### src/rtl/ssd1306_pkg.sv
// Shared types and word-format constants for the SSD1306 init sequencer.
package ssd1306_pkg;

  typedef enum logic [1:0] {
    OP_CMD   = 2'b00,
    OP_DATA  = 2'b01,
    OP_DELAY = 2'b10,
    OP_END   = 2'b11
  } init_op_t;

  typedef enum logic [2:0] {
    ST_IDLE  = 3'd0,
    ST_FETCH = 3'd1,
    ST_SEND  = 3'd2,
    ST_DELAY = 3'd3,
    ST_DONE  = 3'd4
  } init_state_t;

  localparam int OP_MSB  = 9;
  localparam int OP_LSB  = 8;
  localparam int ARG_MSB = 7;
  localparam int ARG_LSB = 0;

endpackage

### src/rtl/ssd1306_delay_timer.sv
// Down-counter for DELAY words: loads count*DELAY_UNIT-1 and runs to zero.
module ssd1306_delay_timer #(
  parameter int DELAY_UNIT = 1000
) (
  input  logic       clk,
  input  logic       reset_n,
  input  logic       load,
  input  logic [7:0] count,
  input  logic       run,
  output logic       expired
);

  localparam int CNT_W = 8 + $clog2(DELAY_UNIT + 1);

  logic [CNT_W-1:0] cnt_p0;

  // Full-width product: 255*DELAY_UNIT always fits in CNT_W bits.
  function automatic logic [CNT_W-1:0] delay_load(input logic [7:0] k);
    return CNT_W'(k) * CNT_W'(DELAY_UNIT) - CNT_W'(1);
  endfunction

  always_ff @(posedge clk or negedge reset_n) begin
    if (!reset_n) begin
      cnt_p0 <= '0;
    end else if (load) begin
      cnt_p0 <= delay_load(count);
    end else if (run && (cnt_p0 != '0)) begin
      cnt_p0 <= cnt_p0 - CNT_W'(1);
    end
  end

  assign expired = (cnt_p0 == '0);

endmodule

### src/rtl/ssd1306_init_sequencer.sv
// Walks the init ROM from address 0 and streams CMD/DATA bytes to the
// display byte transmitter, honouring DELAY and END words.
module ssd1306_init_sequencer
  import ssd1306_pkg::*;
#(
  parameter  int ROM_SIZE     = 32,
  parameter  int DATA_WIDTH   = 10,
  parameter  int DELAY_UNIT   = 1000,
  localparam int ADDRESS_BITS = $clog2(ROM_SIZE)
) (
  input  logic                    clk,
  input  logic                    reset_n,
  input  logic                    start,
  output logic                    busy,
  output logic                    done,
  output logic                    overflow_err,
  output logic [ADDRESS_BITS-1:0] rom_address,
  input  logic [DATA_WIDTH-1:0]   rom_data,
  input  logic                    rom_overflow,
  output logic                    tx_valid,
  output logic [7:0]              tx_byte,
  output logic                    tx_dc,
  input  logic                    tx_ready
);

  localparam bit ROM_POW2 = (ROM_SIZE == (1 << ADDRESS_BITS));

  init_state_t             state_q;
  logic [ADDRESS_BITS:0]   addr_q;
  logic [DATA_WIDTH-1:0]   word_q;
  logic                    ovf_q;

  init_op_t                fetch_op;
  logic [7:0]              fetch_arg;
  logic                    addr_ovf;
  logic                    timer_load;
  logic                    timer_run;
  logic                    timer_expired;

  assign fetch_op  = init_op_t'(rom_data[OP_MSB:OP_LSB]);
  assign fetch_arg = rom_data[ARG_MSB:ARG_LSB];

  // A power-of-two ROM cannot signal the one-past-end address itself,
  // so the extra counter bit stands in for it.
  assign addr_ovf   = rom_overflow || (ROM_POW2 && addr_q[ADDRESS_BITS]);
  assign timer_load = (state_q == ST_FETCH) && !addr_ovf &&
                      (fetch_op == OP_DELAY) && (fetch_arg != 8'd0);
  assign timer_run  = (state_q == ST_DELAY);

  ssd1306_delay_timer #(
    .DELAY_UNIT (DELAY_UNIT)
  ) u_delay_timer (
    .clk     (clk),
    .reset_n (reset_n),
    .load    (timer_load),
    .count   (fetch_arg),
    .run     (timer_run),
    .expired (timer_expired)
  );

  always_ff @(posedge clk or negedge reset_n) begin
    if (!reset_n) begin
      state_q <= ST_IDLE;
      addr_q  <= '0;
      word_q  <= '0;
      ovf_q   <= 1'b0;
    end else begin
      case (state_q)
        ST_IDLE, ST_DONE: begin
          if (start) begin
            ovf_q   <= 1'b0;
            addr_q  <= '0;
            state_q <= ST_FETCH;
          end
        end
        ST_FETCH: begin
          if (addr_ovf) begin
            ovf_q   <= 1'b1;
            state_q <= ST_DONE;
          end else begin
            word_q <= rom_data;
            addr_q <= addr_q + (ADDRESS_BITS + 1)'(1);
            case (fetch_op)
              OP_CMD, OP_DATA: state_q <= ST_SEND;
              OP_DELAY:        state_q <= (fetch_arg != 8'd0) ? ST_DELAY : ST_FETCH;
              default:         state_q <= ST_DONE;
            endcase
          end
        end
        ST_SEND: begin
          if (tx_ready) state_q <= ST_FETCH;
        end
        ST_DELAY: begin
          if (timer_expired) state_q <= ST_FETCH;
        end
        default: state_q <= ST_IDLE;
      endcase
    end
  end

  assign busy         = (state_q == ST_FETCH) || (state_q == ST_SEND) || (state_q == ST_DELAY);
  assign done         = (state_q == ST_DONE);
  assign overflow_err = ovf_q;
  assign rom_address  = addr_q[ADDRESS_BITS-1:0];
  assign tx_valid     = (state_q == ST_SEND);
  assign tx_byte      = word_q[ARG_MSB:ARG_LSB];
  assign tx_dc        = (init_op_t'(word_q[OP_MSB:OP_LSB]) == OP_DATA);

endmodule

### config.mk
export PLATFORM = sky130hd
export DESIGN_NAME = ssd1306_init_sequencer
export DESIGN_NICKNAME = d
export VERILOG_FILES = /design/src/rtl/ssd1306_pkg.sv /design/src/rtl/ssd1306_delay_timer.sv /design/src/rtl/ssd1306_init_sequencer.sv
export SDC_FILE = /design/constraint.sdc
export NUM_CORES = 1
export LEC_CHECK = 0
export CORE_MARGIN = 3
export CORE_UTILIZATION = 59
export DETAILED_ROUTE_END_ITERATION = 7
export PLACE_DENSITY = 0.88
export SKIP_CTS_REPAIR_TIMING = 1
export SYNTH_ARGS = -nofsm -noshare
export SYNTH_HDL_FRONTEND = slang
export SYNTH_SLANG_ARGS = --single-unit
### constraint.sdc
create_clock -name clk -period 2.7 [get_ports clk]
set_clock_uncertainty 0.05 [all_clocks]
set_input_delay 0.27 -clock clk [delete_from_list [all_inputs] [get_ports clk]]
set_output_delay 0.27 -clock clk [all_outputs]
set_load 0.005 [all_outputs]
==> flow_metrics.env <==
export IMPL_status="complete, but fails checks"
export IMPL_violations="negative setup slack"
export IMPL_dpl_hpwl_um=7450
export IMPL_cts_max_level=2
export IMPL_arrival_ns=4.70
export IMPL_yosysTopAreaCell="dfrtp_1"
export IMPL_cap_viol_max_count=0
export IMPL_min_path_type="in -> async"
export IMPL_place_gp_congestion=0.911
export IMPL_coreArea_um2=5990
export IMPL_die_w_um=85.2
export IMPL_clkSinkCount=38
export IMPL_tightestPinTransition_ns=0.883
export IMPL_ant_nets=0
export IMPL_finalHoldViolations=0
export IMPL_cts_buffer_depth=2
export IMPL_irDropWorstVdd_mv=1.11
export IMPL_r2r_end="u_delay_timer.cnt_p0[12]"
export IMPL_r2r_start="u_delay_timer.cnt_p0[2]"
export IMPL_post_place_cells=558
export IMPL_critPathCapture="u_delay_timer.cnt_p0[17]"
export IMPL_grt_usage_pct=29.1
export IMPL_grt_pass1_vias=3575
export IMPL_synth_edf_count=0
export IMPL_synthesis_nets=490
export IMPL_grt_first_pass_wirelength_um=16700
export IMPL_synth_area_top_cells="dfrtp_1 (26%), ha_1 (15%), fa_1 (11%)"
export IMPL_final_layout_size_suffix_gt1_share_pct=29.3
export IMPL_area_growth_pct=37.3
export IMPL_routed_wirelength_um=12300
export IMPL_root_buffer="clkbuf_8"
export IMPL_clock_latency_ns=0.30
export IMPL_nets=581
export IMPL_clk_pin_slew_worst_paths_ns=0.09
export IMPL_worstRegToRegCells=8
export IMPL_synth_cells=409
export IMPL_yosysSeqAreaShare_pct=25.7
export IMPL_setup_ws_ns=-1.82
export IMPL_cp_start_kind="input port"
export IMPL_cp_max_fo=5
export IMPL_vias_per_cell=6.15
export IMPL_p_leak_nw=2.37
export IMPL_fin_area_um2=5080
export IMPL_port_buffers=32
export IMPL_avgSynthCellArea_um2=9.05
export IMPL_antenna_cells=0
export IMPL_critPathLaunch="rom_data[1]"
export IMPL_grt_antenna_before_repair=0
export IMPL_syn_area_um2=3700
export IMPL_wl_per_cell_um=21.3
export IMPL_setup_viol=10
export IMPL_slew_viol_final=0
export IMPL_ys_ff_latch=38
export IMPL_r2r_setup_slack_ns=-0.07
export IMPL_fmax_mhz=221
export IMPL_final_core_util_pct=84.8
export IMPL_rows=28
export IMPL_start_util_pct=61.8
export IMPL_relSlewSlack_pct=41.1
export IMPL_yosysWarningCount=0
export IMPL_synthArstFlopShare_pct=100
export IMPL_cts_tree="built"
export IMPL_die_y_um=85.2
export IMPL_finalCritPeriodShare_pct=168
export IMPL_cts_buffers=5
export IMPL_rsz0062_at_grt="yes"
export IMPL_num_vias=3545
export IMPL_fp_dieArea_um2=7260
export IMPL_crit_path_end_kind="flip-flop"
export IMPL_initialDrtViolationCount=262
export IMPL_powerDensity_nw_per_um2=1250
export IMPL_dpl_instance_area_um2=4560
export IMPL_fin_crit_ns=4.52
export IMPL_grt_ovfl_total=0
export IMPL_cp_data_required_time_ns=2.87
export IMPL_grt_max_degree=39
export IMPL_synthTopCellsByCount="ha_1 (45), inv_1 (42), nand2_1 (39)"
export IMPL_drc=0
export IMPL_yosysTopAreaCellShare_pct=25.7
export IMPL_critical_path_class="in -> reg"
export IMPL_dr_pass1_iters=5
export IMPL_ios=33
export IMPL_yosysMostFrequentCell="ha_1"
export IMPL_layout_cells_non_filler=576
export IMPL_ys_flop_type="dfrtp_1"
export IMPL_yosysUniqueCellTypes=49
==> layout by cell type, fill, tap and decap left out, types with 4 or more instances in the layout <==
master / count
buf_4: 71
nand2_1: 38
dfrtp_1: 38
ha_1: 33
inv_1: 31
nor2_1: 27
clkdlybuf4s50_1: 24
fa_1: 21
o21ai_0: 20
xnor2_1: 17
xor2_1: 15
a21oi_1: 13
ha_4: 12
inv_2: 9
nand3_1: 7
nand2b_1: 6
nor3_1: 6
o21ai_1: 6
clkbuf_8: 6
buf_6: 6
a21oi_2: 5
a21o_1: 5
nor2b_1: 4
nand4_1: 4
or3_1: 4
nand3b_1: 4
xnor2_2: 4
==> metal layers <==
layer / up-vias / track usage [%] / wire (µm)
met5: - / 0 / 0
met4: 0 / 15.8 / 922
li1: 1545 / - / -
met3: 83 / 4.37 / 685
met1: 1701 / 31.9 / 4360
met2: 216 / 53.5 / 6290
==> power by group <==
group	total, W	internal [W]	switching, W
clock network	0.000625	0.000394	0.000230
registers	0.00108	0.000820	0.000262
logic	0.00467	0.00232	0.00235
total	0.00637	0.00353	0.00284
==> cell type report <==
class | instances | area (µm²)
clock inverters | 2 | 60.1
clock buffers | 6 | 82.6
inverters | 42 | 163
repair buffers | 108 | 933
flip-flops and latches | 38 | 951
multi-input cells | 305 | 2800
fillers | 262 | 912
well taps | 75 | 93.8
==> through the flow <==
stage                     total power (W)  hold slack [ns]  setup WS (ns)  setup TNS, ns
after detailed placement          0.00458            0.376          -2.35         -20.08
after CTS                         0.00526           0.0537          -2.07         -17.03
after global routing              0.00671           0.0725          -1.95         -14.55
after global placement            0.00431            0.358          -2.12         -18.29
after floorplan                   0.00320          -0.0756          -1.54         -10.77
final                             0.00637           0.0204          -1.82         -13.42
==> kinds of logic (layout without fill, tap and decap cells) <==
group / Yosys count / count (layout) / synth area share (%)
buf+inv: 66 / 158 / 8.12
flops: 38 / 38 / 25.7
xor+xnor: 39 / 39 / 9.44
simple gates: 131 / 131 / 19.0
compound gates: 69 / 69 / 11.2
fa+ha+maj: 66 / 66 / 26.6
==> worst min-delay path by stage <==
stage,cells after the start,to
after floorplan,0,addr_q[0]
after global placement,1,addr_q[4]
after detailed placement,1,overflow_err
after CTS,1,word_q[0]
after global routing,1,word_q[7]
final,1,word_q[2]
==> flip-flops by register name, summed over array words and instances (netlist names) <==
| signal | count |
|---|---|
| overflow_err | 1 |
| u_delay_timer.cnt_p0 | 18 |
| state_q | 3 |
| word_q | 10 |
| addr_q | 6 |
==> worst max-delay path, stage by stage <==
cell	delay, ns
buf_8	0.10
fa_1	0.58
inv_2	0.05
fa_1	0.61
fa_1	0.47
fa_1	0.51
inv_2	0.07
ha_4	0.25
a21o_1	0.20
a21oi_2	0.23
a21boi_1	0.14
buf_4	0.18
a311oi_2	0.30
buf_4	0.18
and4_1	0.20
o21ai_0	0.12
a31oi_1	0.21
(Power assumes the default switching activity.)
